**config.mk**
```make
export PLATFORM = sky130hd
export DESIGN_NAME = midi_spi_tx_router
export DESIGN_NICKNAME = d
export VERILOG_FILES = /design/src/rtl/midi_spi_tx_router.sv
export SDC_FILE = /design/constraint.sdc
export NUM_CORES = 1
export LEC_CHECK = 0
export CORE_AREA = 3 3 140 101
export CTS_BUF_LIST = sky130_fd_sc_hd__clkbuf_4 sky130_fd_sc_hd__clkbuf_8 sky130_fd_sc_hd__clkbuf_16
export DETAILED_ROUTE_END_ITERATION = 16
export DIE_AREA = 0 0 143 104
export DONT_BUFFER_PORTS = 1
export PLACE_DENSITY = 0.84
export SYNTH_ARGS = -nofsm -noshare
export SYNTH_HDL_FRONTEND = slang
export SYNTH_SLANG_ARGS = --single-unit
```
**constraint.sdc**
```tcl
create_clock -name clk -period 4.39 [get_ports clk]
set_input_delay 0.878 -clock clk [delete_from_list [all_inputs] [get_ports clk]]
set_output_delay 0.878 -clock clk [all_outputs]
set_load 0.02 [all_outputs]
```
**src/rtl/midi_spi_tx_router.sv**
```systemverilog
// midi_spi_tx_router
//  Buffered SPI-to-MIDI transmit path. Bytes shifted in over an SPI mode-0
//  slave port are queued in a FIFO and sent as 8N1 UART frames at
//  CLKS_PER_BIT clocks per bit. Each frame is fanned out to the MIDI outputs
//  selected by the out_en mask, which is sampled when the byte is popped.
// Ports
//  clk, rst            system clock, asynchronous active-high reset
//  spi_clk/mosi/ss     SPI slave inputs (async to clk), ss active-low
//  spi_miso            flow control, registered copy of fifo_full
//  out_en              per-output enable mask
//  midi_out            MIDI serial outputs, idle high
//  fifo_level/empty/full  FIFO occupancy status
//  overflow            sticky: a received byte was dropped
module midi_spi_tx_router #(
    parameter int unsigned CLKS_PER_BIT = 384,
    parameter int unsigned FIFO_DEPTH   = 16,
    parameter int unsigned NUM_OUT      = 4,
    parameter int unsigned SYNC_STAGES  = 2
) (
    input  logic                          clk,
    input  logic                          rst,
    input  logic                          spi_clk,
    input  logic                          spi_mosi,
    input  logic                          spi_ss,
    output logic                          spi_miso,
    input  logic [NUM_OUT-1:0]            out_en,
    output logic [NUM_OUT-1:0]            midi_out,
    output logic [$clog2(FIFO_DEPTH):0]   fifo_level,
    output logic                          fifo_empty,
    output logic                          fifo_full,
    output logic                          overflow
);

    localparam int unsigned PTR_W = $clog2(FIFO_DEPTH);
    localparam int unsigned LVL_W = PTR_W + 1;
    localparam int unsigned CNT_W = (CLKS_PER_BIT > 1) ? $clog2(CLKS_PER_BIT) : 1;

    typedef enum logic [1:0] {
        ST_IDLE  = 2'd0,
        ST_START = 2'd1,
        ST_DATA  = 2'd2,
        ST_STOP  = 2'd3
    } tx_state_t;

    // Synchronisers and SPI receive state
    logic [SYNC_STAGES-1:0] sclk_sync_q, sclk_sync_d;
    logic [SYNC_STAGES-1:0] mosi_sync_q, mosi_sync_d;
    logic [SYNC_STAGES-1:0] ss_sync_q,   ss_sync_d;
    logic                   sclk_prev_q, sclk_prev_d;
    logic [6:0]             rx_shift_q,  rx_shift_d;
    logic [2:0]             rx_cnt_q,    rx_cnt_d;
    logic                   rx_push_q,   rx_push_d;
    logic [7:0]             rx_byte_q,   rx_byte_d;

    // FIFO state
    logic [7:0]             mem_q [FIFO_DEPTH];
    logic [PTR_W-1:0]       wr_ptr_q, wr_ptr_d;
    logic [PTR_W-1:0]       rd_ptr_q, rd_ptr_d;
    logic [LVL_W-1:0]       level_q,  level_d;
    logic                   empty_q,  empty_d;
    logic                   full_q,   full_d;
    logic                   overflow_q, overflow_d;
    logic                   miso_q,   miso_d;

    // Transmitter state
    tx_state_t              state_q,  state_d;
    logic [CNT_W-1:0]       clk_cnt_q, clk_cnt_d;
    logic [2:0]             bit_cnt_q, bit_cnt_d;
    logic [7:0]             tx_shift_q, tx_shift_d;
    logic [NUM_OUT-1:0]     en_q,     en_d;
    logic [NUM_OUT-1:0]     midi_out_q, midi_out_d;

    logic sclk_s, mosi_s, ss_s, sclk_rise;
    logic push_ok, tx_pop, line_d, bit_last;
    logic [7:0] head;

    assign sclk_s    = sclk_sync_q[SYNC_STAGES-1];
    assign mosi_s    = mosi_sync_q[SYNC_STAGES-1];
    assign ss_s      = ss_sync_q[SYNC_STAGES-1];
    assign sclk_rise = sclk_s & ~sclk_prev_q;
    assign head      = mem_q[rd_ptr_q];
    assign bit_last  = (clk_cnt_q == CNT_W'(CLKS_PER_BIT - 1));

    // SPI receiver: sample on synced rising edge, push one cycle after 8th bit
    always_comb begin
        sclk_sync_d = {sclk_sync_q[SYNC_STAGES-2:0], spi_clk};
        mosi_sync_d = {mosi_sync_q[SYNC_STAGES-2:0], spi_mosi};
        ss_sync_d   = {ss_sync_q[SYNC_STAGES-2:0], spi_ss};
        sclk_prev_d = sclk_s;
        rx_shift_d  = rx_shift_q;
        rx_cnt_d    = rx_cnt_q;
        rx_push_d   = 1'b0;
        rx_byte_d   = rx_byte_q;
        if (ss_s) begin
            rx_cnt_d = 3'd0;
        end else if (sclk_rise) begin
            rx_shift_d = {rx_shift_q[5:0], mosi_s};
            rx_cnt_d   = rx_cnt_q + 3'd1;
            if (rx_cnt_q == 3'd7) begin
                rx_push_d = 1'b1;
                rx_byte_d = {rx_shift_q, mosi_s};
            end
        end
    end

    // FIFO bookkeeping; a full FIFO still accepts a push when the TX pops
    always_comb begin
        push_ok    = rx_push_q & (~full_q | tx_pop);
        wr_ptr_d   = push_ok ? wr_ptr_q + PTR_W'(1) : wr_ptr_q;
        rd_ptr_d   = tx_pop  ? rd_ptr_q + PTR_W'(1) : rd_ptr_q;
        level_d    = level_q;
        if (push_ok && !tx_pop) begin
            level_d = level_q + LVL_W'(1);
        end else if (!push_ok && tx_pop) begin
            level_d = level_q - LVL_W'(1);
        end
        empty_d    = (level_d == LVL_W'(0));
        full_d     = (level_d == LVL_W'(FIFO_DEPTH));
        overflow_d = overflow_q | (rx_push_q & ~push_ok);
        miso_d     = full_q;
    end

    // Frame transmitter; output mask is captured with each popped byte
    always_comb begin
        state_d    = state_q;
        clk_cnt_d  = clk_cnt_q;
        bit_cnt_d  = bit_cnt_q;
        tx_shift_d = tx_shift_q;
        en_d       = en_q;
        tx_pop     = 1'b0;
        line_d     = 1'b1;
        case (state_q)
            ST_IDLE: begin
                if (!empty_q) begin
                    tx_pop     = 1'b1;
                    tx_shift_d = head;
                    en_d       = out_en;
                    clk_cnt_d  = '0;
                    state_d    = ST_START;
                    line_d     = 1'b0;
                end
            end
            ST_START: begin
                line_d = 1'b0;
                if (bit_last) begin
                    clk_cnt_d = '0;
                    bit_cnt_d = 3'd0;
                    state_d   = ST_DATA;
                    line_d    = tx_shift_q[0];
                end else begin
                    clk_cnt_d = clk_cnt_q + CNT_W'(1);
                end
            end
            ST_DATA: begin
                line_d = tx_shift_q[0];
                if (bit_last) begin
                    clk_cnt_d = '0;
                    if (bit_cnt_q == 3'd7) begin
                        state_d = ST_STOP;
                        line_d  = 1'b1;
                    end else begin
                        bit_cnt_d  = bit_cnt_q + 3'd1;
                        tx_shift_d = {1'b0, tx_shift_q[7:1]};
                        line_d     = tx_shift_q[1];
                    end
                end else begin
                    clk_cnt_d = clk_cnt_q + CNT_W'(1);
                end
            end
            ST_STOP: begin
                line_d = 1'b1;
                if (bit_last) begin
                    clk_cnt_d = '0;
                    // Chain straight into the next start bit when data waits
                    if (!empty_q) begin
                        tx_pop     = 1'b1;
                        tx_shift_d = head;
                        en_d       = out_en;
                        state_d    = ST_START;
                        line_d     = 1'b0;
                    end else begin
                        state_d = ST_IDLE;
                    end
                end else begin
                    clk_cnt_d = clk_cnt_q + CNT_W'(1);
                end
            end
            default: begin
                state_d = ST_IDLE;
            end
        endcase
        midi_out_d = ~en_d | {NUM_OUT{line_d}};
    end

    always_ff @(posedge clk or posedge rst) begin
        if (rst) begin
            sclk_sync_q <= '0;
            mosi_sync_q <= '0;
            ss_sync_q   <= '1;
            sclk_prev_q <= 1'b0;
            rx_shift_q  <= '0;
            rx_cnt_q    <= 3'd0;
            rx_push_q   <= 1'b0;
            rx_byte_q   <= '0;
            wr_ptr_q    <= '0;
            rd_ptr_q    <= '0;
            level_q     <= '0;
            empty_q     <= 1'b1;
            full_q      <= 1'b0;
            overflow_q  <= 1'b0;
            miso_q      <= 1'b0;
            state_q     <= ST_IDLE;
            clk_cnt_q   <= '0;
            bit_cnt_q   <= 3'd0;
            tx_shift_q  <= '0;
            en_q        <= '0;
            midi_out_q  <= '1;
        end else begin
            sclk_sync_q <= sclk_sync_d;
            mosi_sync_q <= mosi_sync_d;
            ss_sync_q   <= ss_sync_d;
            sclk_prev_q <= sclk_prev_d;
            rx_shift_q  <= rx_shift_d;
            rx_cnt_q    <= rx_cnt_d;
            rx_push_q   <= rx_push_d;
            rx_byte_q   <= rx_byte_d;
            wr_ptr_q    <= wr_ptr_d;
            rd_ptr_q    <= rd_ptr_d;
            level_q     <= level_d;
            empty_q     <= empty_d;
            full_q      <= full_d;
            overflow_q  <= overflow_d;
            miso_q      <= miso_d;
            state_q     <= state_d;
            clk_cnt_q   <= clk_cnt_d;
            bit_cnt_q   <= bit_cnt_d;
            tx_shift_q  <= tx_shift_d;
            en_q        <= en_d;
            midi_out_q  <= midi_out_d;
        end
    end

    // FIFO storage needs no reset; level and pointers gate its use
    always_ff @(posedge clk) begin
        if (push_ok) begin
            mem_q[wr_ptr_q] <= rx_byte_q;
        end
    end

    assign spi_miso   = miso_q;
    assign midi_out   = midi_out_q;
    assign fifo_level = level_q;
    assign fifo_empty = empty_q;
    assign fifo_full  = full_q;
    assign overflow   = overflow_q;

endmodule

```
; After elaboration in Yosys (flattened, before gate mapping)
; Memory sizes are Yosys's and may differ from the RTL's.
; Cells that the tools add are included.
[word_totals]
ff_bits = 73
ramBits = 128
input_bits = 9
output_inout_bits = 13
wordCells = 108
mem_count = 1
[classes]
addsub = 7
n_eq_ne = 13
n_mux = 40
bitwise = 11
reduce_logical = 15
[memory_table]
columns = memory, depth, width, rd, rd_clocked_by_memory_dff, wr, line
row1 = mem_q, 16, 8, 1, 0, 1, 56  ; logic [7:0] mem_q [FIFO_DEPTH];
[op_table]
columns = operator, n
row1 = two-way mux 8 bit, 4
row2 = case mux 8 bit (3 select lines), 1
row3 = two-way mux 9 bit, 2
row4 = case mux 9 bit (2 select lines), 1
row5 = two-way mux 3 bit, 5
row6 = two-way mux 1 bit, 13
row7 = inequality test 2 bit (second input constant), 6
row8 = two-way mux 2 bit, 5
row9 = two-way mux 5 bit, 2
row10 = adder 9 x 1 -> 9 bit (second input constant), 1
row11 = equality test 9 bit (second input constant), 1
row12 = adder 4 x 1 -> 4 bit (second input constant), 2
row13 = two-way mux 4 bit, 2
row14 = case mux 2 bit (4 select lines), 1
row15 = case mux 4 bit (2 select lines), 1
row16 = AND reduction 4 bit, 2
row17 = adder 3 x 1 -> 3 bit (second input constant), 2
row18 = equality test 3 bit (second input constant), 2
row19 = case mux 3 bit (2 select lines), 1
row20 = adder 5 x 1 -> 5 bit (second input constant), 1
row21 = equality test 5 bit (second input constant), 1
row22 = logical NOT 5 bit, 1
row23 = AND reduction 5 bit, 1
row24 = subtractor 5 x 1 -> 5 bit (second input constant), 1
row25 = 17 further kinds, 27

; Logic depth before layout (Yosys ltp)
[depth]
ltp_word = 10
mapped_depth = 9
ltp_nobuf = 8

; Worst setup path before layout
; OpenSTA, ideal clock, no wires.
[synth_timing]
path_kind = reg-to-reg
start = register state_q[0]
end = memory mem_q[3][0] (enable)
setup_time_ns = 0.395
t_arrival_ns = 2.375
t_required_ns = 3.995
path_slack_ns = 1.620
path_stages_with_launch = 8
path_buffers = 1
synth_period_minus_slack_ns = 2.770
cell_sequence = dfrtp_1 > inv_1 > ha_1 > nor3_2 > and2_1 > buf_2 > o21ai_4 > nor4_1
[synth_via]
elab_chain_len = 6
word_cells_on_any_way = 7
cone_classes = 1 x eq/ne / 3 x mux / 2 x bitwise / 1 x reduce/logical
[synth_rtl]
columns = element, line
row1 = from (decl), 66  ; tx_state_t state_q, state_d;
row2 = from (signal assigned), 234  ; state_q <= state_d;
row3 = equality test 2 bit or logical NOT 2 bit (tied branches), 132  ; case (state_q)
row4 = case mux 1 bit (2 select lines) (*), 132
row5 = OR 1 bit (*), 108  ; push_ok = rx_push_q & (~full_q | tx_pop);
row6 = AND 1 bit (*), 108
row7 = two-way mux 1 bit (*), 245  ; if (push_ok) begin
row8 = two-way mux 1 bit (not written as such) (*), 246  ; mem_q[wr_ptr_q] <= rx_byte_q;
row9 = to (decl), 56
; Mark *: on every way between the ends. The rest lies on a longest branch, timed or not.

; Worst setup path after layout
[layout_timing]
start = register state_q[0]
end = memory mem_q[15][4] (enable)
; Same word-level chain as after synthesis.

==> impl_results.md <==
* Outcome: finished, final reports clean
* Total Routing Usage GR at 24.1%
* Synth Instances at 533
* R2R depth at 8
* Dominant cells by area after synthesis: edfxtp_1, dfrtp_1, mux4_2
* Sequential share of the synthesized area at 67.9%
* Final setup skew at 26.3 ps
* Worst r2r src: state_q[0]
* Post-synth EDFFs at 128
* Detailed-route wire length per cell at 24.1 µm
* Layout area overhead at 9.38%
* Period Utilization, post-route at 73.2%
* Critical Path RT at about 4500 ps
* Starting DRT DRC Count at 448
* DP Area at approximately 0.0085 mm²
* Clock root buffer: clkbuf_16
* Final worst slack at 1180 ps
* Final Instance Area at 0.00915 mm²
* MaxCap Viol Count at 0
* Fin Setup TNS at 0 ps
* Worst EP arrival at 3340 ps
* Die span in x at 143 µm
* Slew headroom at 24.8%
* Hold Startpoint: ss_sync_q[0]
* Vias in the first global route at 4,648
* GP Congestion at 0.900
* Commonest non-fill, non-tap cell in the layout: edfxtp_1
* Routed WL at 17,300 µm
* Met1 Wirelength at 7530 µm
* Congestion Overflow GR at 0
* # port buffers at 0
* Worst Path Max Fanout at 13
* Cell Rows at 35
* Initial antenna violation count at 1
* Post-synth net total at around 560
* Cell mode on critical path: nor2_1
* Synth unique cells at 57
* Hold-fix buffers, CTS at 0
* Via count at 4,663
* Crit. Startpoint: state_q[0]
* First-pass GRT wire length at roughly 27,000 µm
* R2R Setup Slk at ~1200 ps
* CP max stage cell: nor2_1
* Antenna Nets Post-Route at 0
* Fillers at 787
* Die ar. at 0.0149 mm²
* Detailed-routing iteration count for the pre-antenna-repair pass at 5
* Total power draw at 0.00372 W
* Final Max Slew Viols at 0
* Top Layer Used: met5
* Synth warnings at 0
* Slew @ Worst Pin at ~1100 ps
* Post-DP HPWL at 11,400 µm
* Clk buf depth at 3
* Main synth FF type: edfxtp_1
* Register bit count reported by yosys at approximately 200
* Syn avg cell area at 15.7 µm²
* H-tree Lvls at 1
* Ys async rst share at 36.3%
* Leakage at 3.44 nW
* CTS resizes at 0
* Setup Buffers After CTS at 0
* Slowest Stage Delay on Critical Path at 610 ps
* Met2 WL post-DR at roughly 7800 µm
* Die Y at 104 µm
* Setup crit start kind: flip-flop
* Layout cell share with drive strength beyond 1 at 20.3%
* Critical path capture point: mem_q[15][4]
* Via/cell ratio at 6.49
* Power Density at 406 mW/mm²
* Util after Layout at 70.3%
* Clk slew on worst S/H paths at around 60 ps
* Ports at 22
* Crit path cell chain: inv_1 -> ha_1 -> nor2_1 -> nor3_2 -> nand2_2 -> a21boi_2 -> nand3_1 -> nor2_1
* Met3 routed WL at 1590 µm
* DRC errors left at 0
* RSZ-0062 raised after global routing: false
* Largest net degree at the start of global routing at 38
* Final hold vios at 0
* Fmax at around 310 MHz
* Worst slack, placed at 1220 ps
* # clock sinks at about 200
* Tmin final at ~3200 ps
* Commonest cells after routing, fill and taps aside: edfxtp_1, dfrtp_1, mux2i_1
* Yosys top cell area share at 46.0%
* Layout Nets at 565
* Yosys top cell by area: edfxtp_1
* Critical Path Sink Type: flip-flop
* WS Path Type: flip-flop to flip-flop
* Num CTS Buffers at 19
* ANT cells at 0
* Core ar. at 0.0130 mm²
* Initial Utilization at 64.3%
* Endpoints failing setup at 0
* HP Class: flip-flop to flip-flop
* Peak supply drop at 0.431 mV
* CTS tree: built
* Worst skew pair latency at a little under 500 ps
* Crit Reg-Reg Endpoint: mem_q[15][4]
* Cell area after synthesis at between 0.008 and 0.009 mm²
## how the worst min path moves through the flow
| stage | to | slack, ps | cells past startpoint |
|---|---|---|---|
| finish | ss_sync_q[1] | 360 | 0 |
| floorplan | mosi_sync_q[1] | 330 | 0 |
| global placement | mosi_sync_q[1] | 340 | 0 |
| detailed placement | sclk_sync_q[1] | 340 | 0 |
| CTS | ss_sync_q[1] | 360 | 0 |
| global route | ss_sync_q[1] | 360 | 0 |
## cell usage after synthesis, types with 2 or more instances
library cell	number
a21oi_1	7
a21oi_2	2
a22o_1	13
a22oi_1	14
a31oi_1	2
and2_1	6
and3_1	11
buf_2	7
buf_4	2
clkbuf_1	12
dfrtp_1	66
dfstp_2	7
edfxtp_1	128
ha_1	17
inv_1	13
mux2_2	25
mux2i_1	31
mux4_2	19
nand2_1	30
nand3_1	11
nand4_1	3
nor2_1	25
nor2b_1	4
nor3_1	3
nor3b_2	2
nor4_1	5
o211ai_1	14
o21ai_0	15
o31ai_1	3
or3_1	2
xnor2_1	8
## state kept, by name, indices dropped and copies added, names as in the netlist, 2 cells and up
name	cells
rx_byte_q	8
clk_cnt_q	9
en_q	4
midi_out	4
mem_q	128
rx_shift_q	7
state_q	2
rx_cnt_q	3
mosi_sync_q	2
wr_ptr_q	4
fifo_level	5
sclk_sync_q	2
bit_cnt_q	3
tx_shift_q	8
ss_sync_q	2
rd_ptr_q	4
## area by class of cell
cell class / count / area, µm² / area share, %
sequential: 201 / 5680 / 62.1
timing repair buffer: 6 / 45.0 / 0.492
clock buffer: 30 / 601 / 6.56
inverter: 13 / 48.8 / 0.533
tap: 166 / 208 / 2.27
clock inverter: 4 / 25.0 / 0.274
multi-input combinational: 298 / 2540 / 27.8
## logic make-up after synthesis
| family | Yosys count | share of synthesized area [%] |
|---|---|---|
| DFF | 201 | 67.9 |
| and+or+nand+nor | 112 | 7.03 |
| AOI/OAI and AO/OA | 83 | 7.30 |
| muxes | 76 | 12.4 |
| buffers and inverters | 34 | 1.72 |
| adders and majority gates | 17 | 2.54 |
| xor gates and xnor gates | 10 | 1.14 |
## per-stage QoR
stage          hold slack (ps)  std cells
2_1_floorplan              331        533
3_3_place_gp               343        684
3_5_place_dp               336        684
4_1_cts                    358        718
5_1_grt                    359        718
6_report                   357        718
## worst max-delay path, delay by kind of cell, from the launching register on
| family | cells | cell delay [ps] |
|---|---|---|
| and+or+nand+nor | 5 | 1550 |
| adders and majority gates | 1 | 440 |
| DFF | 1 | 430 |
| AOI/OAI and AO/OA | 1 | 310 |
| buffers and inverters | 1 | 140 |
## where the power goes
| part | leakage (nW) | switching [W] | internal [W] | total, W |
|---|---|---|---|---|
| clock | 0.313 | 0.000662 | 0.000944 | 0.00161 |
| sequential | 1.94 | 0.0000269 | 0.00203 | 0.00206 |
| combinational | 1.18 | 0.0000249 | 0.0000246 | 0.0000495 |
## metal layers
layer	vias to the layer above	global-route usage (%)
li1	2054	-
met4	2	4.88
met2	216	35.0
met1	2355	37.5
met5	-	0
met3	36	6.11
Note: power is estimated with default switching activity, not from simulation.
